`src/rtl/load_store_unit.sv`:
```
// RV32I load/store unit: one in-flight access over a req/ack memory port.
// Handles lane steering, load extension, alignment checks and ack timeout.
module load_store_unit #(
  parameter int unsigned TIMEOUT_CYCLES = 16
) (
  input  logic        clk,
  input  logic        rst,
  input  logic        start,
  input  logic        is_store,
  input  logic [2:0]  funct3,
  input  logic [31:0] addr,
  input  logic [31:0] wdata,
  output logic        busy,
  output logic        done,
  output logic        err,
  output logic [31:0] rdata,
  output logic        mem_req,
  output logic        mem_we,
  output logic [31:0] mem_addr,
  output logic [3:0]  mem_be,
  output logic [31:0] mem_wdata,
  input  logic        mem_ack,
  input  logic [31:0] mem_rdata
);

  localparam logic [1:0] S_IDLE = 2'd0;
  localparam logic [1:0] S_REQ  = 2'd1;
  localparam logic [1:0] S_RESP = 2'd2;

  logic [1:0]  state;
  logic        store_q;
  logic [2:0]  f3_q;
  logic [1:0]  off_q;
  logic [3:0]  be_q;
  logic        err_q;
  logic [31:0] tmo_cnt;

  logic        is_b;
  logic        is_h;
  logic        is_w;
  logic        legal;
  logic        misal;
  logic [3:0]  be_n;
  logic [31:0] wd_n;
  logic [7:0]  lane_b;
  logic [15:0] lane_h;
  logic [31:0] ld_ext;
  logic        tmo_hit;

  assign is_b = funct3[1:0] == 2'b00;
  assign is_h = funct3[1:0] == 2'b01;
  assign is_w = funct3 == 3'b010;

  always_comb begin
    legal = 1'b0;
    if (!funct3[2] && funct3[1:0] != 2'b11)
      legal = 1'b1;
    else if (!is_store && funct3[2] && !funct3[1])
      legal = 1'b1;
  end

  assign misal = (is_h && addr[0]) ||
                 (is_w && addr[1:0] != 2'b00);

  always_comb begin
    be_n = 4'b1111;
    wd_n = wdata;
    unique case (1'b1)
      is_b: begin
        be_n = 4'b0001 << addr[1:0];
        wd_n = {4{wdata[7:0]}};
      end
      is_h: begin
        be_n = 4'b0011 << addr[1:0];
        wd_n = {2{wdata[15:0]}};
      end
      default: ;
    endcase
  end

  assign lane_b = mem_rdata[{off_q, 3'b000} +: 8];
  assign lane_h = mem_rdata[{off_q[1], 4'b0000} +: 16];

  always_comb begin
    ld_ext = mem_rdata;
    unique case (f3_q)
      3'b000:  ld_ext = {{24{lane_b[7]}}, lane_b};
      3'b001:  ld_ext = {{16{lane_h[15]}}, lane_h};
      3'b100:  ld_ext = {24'd0, lane_b};
      3'b101:  ld_ext = {16'd0, lane_h};
      default: ld_ext = mem_rdata;
    endcase
  end

  // Counter holds the number of ack-less REQ cycles already completed.
  assign tmo_hit = (TIMEOUT_CYCLES != 0) &&
                   (tmo_cnt == TIMEOUT_CYCLES - 32'd1);

  always_ff @(posedge clk or posedge rst) begin
    if (rst) begin
      state     <= S_IDLE;
      store_q   <= 1'b0;
      f3_q      <= 3'b000;
      off_q     <= 2'b00;
      be_q      <= 4'b0000;
      err_q     <= 1'b0;
      tmo_cnt   <= 32'd0;
      rdata     <= 32'd0;
      mem_addr  <= 32'd0;
      mem_wdata <= 32'd0;
    end else begin
      unique case (state)
        S_IDLE: begin
          if (start) begin
            store_q   <= is_store;
            f3_q      <= funct3;
            off_q     <= addr[1:0];
            be_q      <= be_n;
            mem_addr  <= {addr[31:2], 2'b00};
            mem_wdata <= wd_n;
            tmo_cnt   <= 32'd0;
            if (legal && !misal) begin
              state <= S_REQ;
              err_q <= 1'b0;
            end else begin
              state <= S_RESP;
              err_q <= 1'b1;
            end
          end
        end
        S_REQ: begin
          if (mem_ack) begin
            if (!store_q)
              rdata <= ld_ext;
            err_q <= 1'b0;
            state <= S_RESP;
          end else if (tmo_hit) begin
            err_q <= 1'b1;
            state <= S_RESP;
          end else begin
            tmo_cnt <= tmo_cnt + 32'd1;
          end
        end
        S_RESP: state <= S_IDLE;
        default: state <= S_IDLE;
      endcase
    end
  end

  assign busy    = state != S_IDLE;
  assign done    = state == S_RESP;
  assign err     = done && err_q;
  assign mem_req = state == S_REQ;
  assign mem_we  = mem_req && store_q;
  assign mem_be  = mem_req ? be_q : 4'b0000;

endmodule
```
`config.mk`:
```
export PLATFORM = sky130hd
export DESIGN_NAME = load_store_unit
export DESIGN_NICKNAME = d
export VERILOG_FILES = /design/src/rtl/load_store_unit.sv
export SDC_FILE = /design/constraint.sdc
export NUM_CORES = 1
export LEC_CHECK = 0
export ABC_AREA = 1
export CORE_MARGIN = 5
export CORE_UTILIZATION = 33
export CTS_BUF_LIST = sky130_fd_sc_hd__clkbuf_2 sky130_fd_sc_hd__clkbuf_4 sky130_fd_sc_hd__clkbuf_8
export CTS_CLUSTER_DIAMETER = 200
export CTS_CLUSTER_SIZE = 25
export DETAILED_ROUTE_END_ITERATION = 10
export GPL_TIMING_DRIVEN = 0
export PLACE_DENSITY_LB_ADDON = 0.1
export SYNTH_ARGS = -nofsm -noshare
export SYNTH_HDL_FRONTEND = slang
export SYNTH_SLANG_ARGS = --single-unit
export TNS_END_PERCENT = 10
```
`constraint.sdc`:
```
create_clock -name clk -period 5.6 [get_ports clk]
set_input_delay 1.12 -clock clk [delete_from_list [all_inputs] [get_ports clk]]
set_output_delay 1.12 -clock clk [all_outputs]
set_load 0.01 [all_outputs]
```
==> metrics, run 1 <==
RSZ-0062 raised after global routing=false; H-tree levels=4; worst skew pair latency=480 ps; CP arrival=between 1500 and 2000 ps; Root Buffer=clkbuf_8; Hold Path Depth=2; NumNets Final=1,357; sequential share of the synthesized area=between 40% and 50%; global-route wire length before repair=approximately 37 mm; Pins Over Slew Limit=0; worst r2r path cells=10; Post-Syn Area per Cell=roughly 7.2 um2; post-cts repair resize count=0; synth-to-layout area growth=38.2%; status=finished clean; Crit. End Element=output port; hold_buf cts=0; required time worst endpoint=about 4500 ps; CP Launch Type=register; router iterations before antenna repair=4; Synth Register Bits=~140; Starting DRT DRC Count=293; worst path cell trace=inv_2 > nand2_4 > nor2_1 > clkdlybuf4s50_1; Final ANT Viol Nets=0; Hold Path Class=reg2reg; drt total wl=~23 mm; Worst Skew=approximately 25 ps; fin crit share=a little over 50%; Setup WS pre-CTS=about 2700 ps; core outline area=approximately 22,000 um2; vias=7,096; GR Util All Layers=~18%; hold slack=between 400 and 500 ps; Worst Setup Path Type=reg2out; Cells after DPL=approximately 1,500; Inserted Clock Buffers=17; leakage power=just under 5 nW; IO Port Bufs=~210; die width=roughly 160 um; height of the die=160 um; CTS max path bufs=2; Post-route DRC=0; setup TNS=0 ps; layout cells sized above 1=7.19%; fmax=approximately 0.35 GHz; Clock Pin Slew Worst Setup and Hold Paths=roughly 80 ps; I/O pin count=~210; Sinks on Clock Net=about 140; Crit-path slowest cell=clkdlybuf4s50_1; Worst IR Drop VDD=approximately 0.16 mV; Max stage delay on crit path=roughly 600 ps; routed len/inst=between 10 and 15 um; CP max FO=10; vias per cell=4.59; Setup Buffers After CTS=0; MaxCap Viol Count=0; initial antenna violation count=0; worst reg-to-reg setup slack=between 3000 and 4000 ps; ANT cells=0; post-synthesis cell count=1,026; Starting Density=roughly a third; largest net degree at the start of global routing=92; Pwr Density=374 nW/um2; GP Congestion=around 0.86; FP Rows=54; die area=around 26,000 um2; final setup fails=0; final setup margin=2720 ps; fin crit period=2880 ps; CTS tree=built; grt ovf=0; Non-Filler Instances=1,545; Slew headroom=slightly above 60%; Slew @ Worst Pin=between 500 and 600 ps; Netlist cell types=36; Mapped Area=~7400 um2; number of global-route vias before repair=approximately 7,200; Synthesis Warnings=0; Final HPWL DP=about 17 mm; final number of hold-violating endpoints=0
final timing paths:
path	from	end
worst max-delay path	state[1]	mem_be[3]
worst min-delay path	err_q	err_q
worst max register to register	tmo_cnt[0]	tmo_cnt[20]
worst min register to register	err_q	err_q
max in group asynchronous	rst	tmo_cnt[31]
min in group asynchronous	rst	rdata[25]
cells in the final DEF, fill, tap and decap left out, types with 4 or more instances in the layout:
cell,netlist,routed
clkbuf_8,0,17
inv_8,0,7
or2_2,10,10
inv_1,77,76
nor2_2,4,4
o21bai_1,16,16
o211ai_1,9,9
a31oi_1,16,16
inv_6,0,4
o21ai_0,38,38
clkbuf_1,14,14
a21oi_1,28,28
xor2_1,8,8
nor2_1,138,138
nand2_1,411,411
clkdlybuf4s50_1,0,205
buf_4,4,4
dfrtp_1,139,139
o21ai_1,12,12
xnor2_1,5,5
buf_2,18,18
nand3b_1,7,7
nand3_1,41,41
buf_6,6,6
cells in the mapped netlist, drive strengths merged:
library cell / n / area share, %
nand3b: 7 / 0.71
nand3: 43 / 3.1
inv: 80 / 4.1
a22oi: 1 / 0.10
dfrtp: 139 / 47
ha: 1 / 0.17
nand2: 416 / 21
xor2: 8 / 0.95
o221ai: 1 / 0.12
o21ai: 50 / 3.4
conb: 1 / 0.051
nor2: 145 / 7.8
buf: 28 / 2.5
a31o: 1 / 0.12
and3: 1 / 0.085
clkbuf: 14 / 0.71
clkinv: 2 / 0.12
a21oi: 28 / 1.9
o211ai: 9 / 0.91
or2: 10 / 0.85
nand4: 1 / 0.085
a31oi: 16 / 1.4
xnor2: 5 / 0.59
nor3: 3 / 0.20
o21bai: 16 / 1.6
flip-flops by register name (all words and copies together) (netlist names):
name / count
mem_wdata: 32
rdata: 32
tmo_cnt: 32
mem_addr: 30
be_q: 4
f3_q: 3
off_q: 2
state: 2
err_q: 1
store_q: 1
power by group:
part           switching [mW]  total (mW)  internal, mW
Combinational           0.760        1.54         0.781
Clock                   0.485       0.819         0.334
Sequential              0.174        1.46          1.29
Total                    1.42        3.82          2.40
worst max-delay path, delay by kind of cell, from the launching register on:
kind,cells,cell delay [ps]
buffers and inverters,2,700
DFF,1,390
and+or+nand+nor,2,210
layout make-up:
class                      count  area (um2)
fill                        2279       11700
sequential                   139        3480
multi-input combinational    764        3370
timing repair buffer         206        2080
tap                          280         350
inverter                      82         314
buffer                        42         240
clock buffer                  17         234
clock inverter                15         150
cells by family (layout without fill, tap and decap cells):
logic type	count (synthesis)	count (layout)	share of synthesized area (%)
compound gates	122	122	9.51
xor+xnor	13	13	1.54
fa+ha+maj	1	1	0.169
buf+inv	124	362	7.43
flops	139	139	47.0
other cells	1	2	0.0507
simple gates	626	626	34.3
per-layer routing:
layer,track usage [%],vias to the layer above,part of all wire (%),routed length (um)
li1,-,3663,-,-
met1,22.8,3239,45,10400
met2,28.4,176,45,10300
met3,8.22,18,9.5,2190
met4,4.42,0,1.1,264
met5,0,-,0,0
per-stage QoR:
stage | utilization, % | area (um2) | power (mW)
after detailed placement | 44.8 | 9840 | 3.03
final | 46.5 | 10200 | 3.82
after global routing | 46.5 | 10200 | 4.10
after global placement | 44.6 | 9800 | 3.02
after CTS | 46.5 | 10200 | 3.87
after floorplan | - | 7400 | 2.18
Power figures use the tool's default switching activity.
==> run 2: changes to the inputs <==
Clock period 5.6 ns to 2.5 ns, I/O delays scaled along.
==> run 2 against run 1 <==
Register-to-register slack got worse by 3200 ps. Via count rose by 0.75%. First-iteration DRC count rose by 20%. Design area rose by 0.65%. Setup slack got worse by 2500 ps. Sequential share of layout area fell by 0.22 points. Critical path type unchanged. Combinational power rose by 120%. Flip-flop and latch count did not move.
==> metrics, run 2 (same netlist as run 1, synthesis figures left out) <==
worst skew pair latency=470 ps; die width=about 160 um; worst reg2reg endpoint=tmo_cnt[20]; Setup WS pre-CTS=around 240 ps; initial antenna violation count=0; Setup crit start=state[1]; Crit. End Element=output port; Root Buffer=clkbuf_8; GR Util All Layers=~19%; Starting Density=approximately 34%; IO Port Bufs=approximately 210; fin crit share=between 80% and 90%; worst reg-to-reg setup slack=~640 ps; global-route wire length before repair=about 38 mm; Worst IR Drop VDD=between 0.3 and 0.4 mV; fin crit period=between 2000 and 2500 ps; NumNets Final=between 1,000 and 1,500; CTS max path bufs=2; grt ovf=0; Sinks on Clock Net=139; post-cts repair resize count=0; I/O pin count=roughly 210; CP Launch Type=register; routed len/inst=between 15 and 20 um; Slew headroom=42.5%; number of global-route vias before repair=7,310; Slew @ Worst Pin=approximately 860 ps; final setup margin=around 250 ps; MaxCap Viol Count=0; Pwr Density=846 nW/um2; RSZ-0062 raised after global routing=false; FP Rows=between 50 and 60; status=finished clean; Setup Buffers After CTS=0; H-tree levels=4; Final HPWL DP=17.8 mm; Non-Filler Instances=roughly 1,500; Worst Skew=20.7 ps; core outline area=22,000 um2; FF-to-FF Start=tmo_cnt[0]; CP max FO=10; vias per cell=between 4 and 5; Worst Setup Path Type=reg2out; most common cell after layout, fill and taps aside=nand2_1; Starting DRT DRC Count=approximately 350; Setup crit end=mem_be[2]; Pins Over Slew Limit=0; layout cells sized above 1=7.34%; hold_buf cts=0; biggest regs=mem_wdata x32, rdata x32, tmo_cnt x32; Cells after DPL=~1,500; largest net degree at the start of global routing=40; synth-to-layout area growth=39.1%; die area=around 26,000 um2; final setup fails=0; CP arrival=about 1800 ps; required time worst endpoint=approximately 2000 ps; vias=roughly 7,100; worst r2r path cells=10; most frequent cells in the layout=nand2_1, clkdlybuf4s50_1, dfrtp_1; router iterations before antenna repair=5; Inserted Clock Buffers=17; final number of hold-violating endpoints=0; leakage power=4.87 nW; Final ANT Viol Nets=0; drt total wl=about 23 mm; fmax=about 0.44 GHz; Hold Path Class=in2reg; hold slack=~380 ps; CTS tree=built; Post-route DRC=0; GP Congestion=between 0.8 and 0.9; height of the die=160 um; ANT cells=0; Clock Pin Slew Worst Setup and Hold Paths=~110 ps
[run 2: worst min-delay path by stage]
stage	start	to	slack [ps]	cells after the start
6_report	funct3[1]	mem_wdata[27]	380	3
5_1_grt	funct3[1]	mem_wdata[25]	370	3
4_1_cts	funct3[1]	mem_wdata[27]	360	3
3_5_place_dp	mem_addr[11]	mem_addr[11]	460	2
3_3_place_gp	mem_addr[18]	mem_addr[18]	450	2
2_1_floorplan	err_q	err_q	430	2
[run 2: critical path, stage by stage, from the launching register on]
cell and delay, ps:
dfrtp_1 390, inv_2 100, nand2_4 100, nor2_1 100, clkdlybuf4s50_1 600
[run 2: layout make-up]
cell class	count	area, um2
flip-flops and latches	139	3480
fillers	2270	11700
well taps	280	350
inverters	82	313
repair buffers	208	2110
multi-input cells	764	3370
clock buffers	18	241
plain buffers	42	240
clock inverters	14	178
[run 2: report_power, final]
part           total, mW  switching [mW]  internal, mW  leakage (nW)
sequential          3.28           0.391          2.89          1.73
clock               1.97            1.03         0.940         0.207
combinational       3.45            1.70          1.75          2.93
total               8.71            3.12          5.58          4.87
[run 2: metrics by stage]
| step | total power [mW] | util (%) | TNS (ps) | instance area [um2] |
|---|---|---|---|---|
| detailed placement | 6.81 | 44.9 | 0 | 9870 |
| finish | 8.71 | 46.8 | 0 | 10300 |
| global route | 9.30 | 46.8 | 0 | 10300 |
| CTS | 8.83 | 46.8 | 0 | 10300 |
| floorplan | 4.89 | - | 0 | 7400 |
| global placement | 6.77 | 44.7 | -159170 | 9810 |
[run 2: per-layer routing]
metal / wire, um / global-route usage [%]
met2: 10400 / 29.0
met5: 0 / 0
met4: 292 / 4.26
met3: 2350 / 8.94
met1: 10200 / 23.2
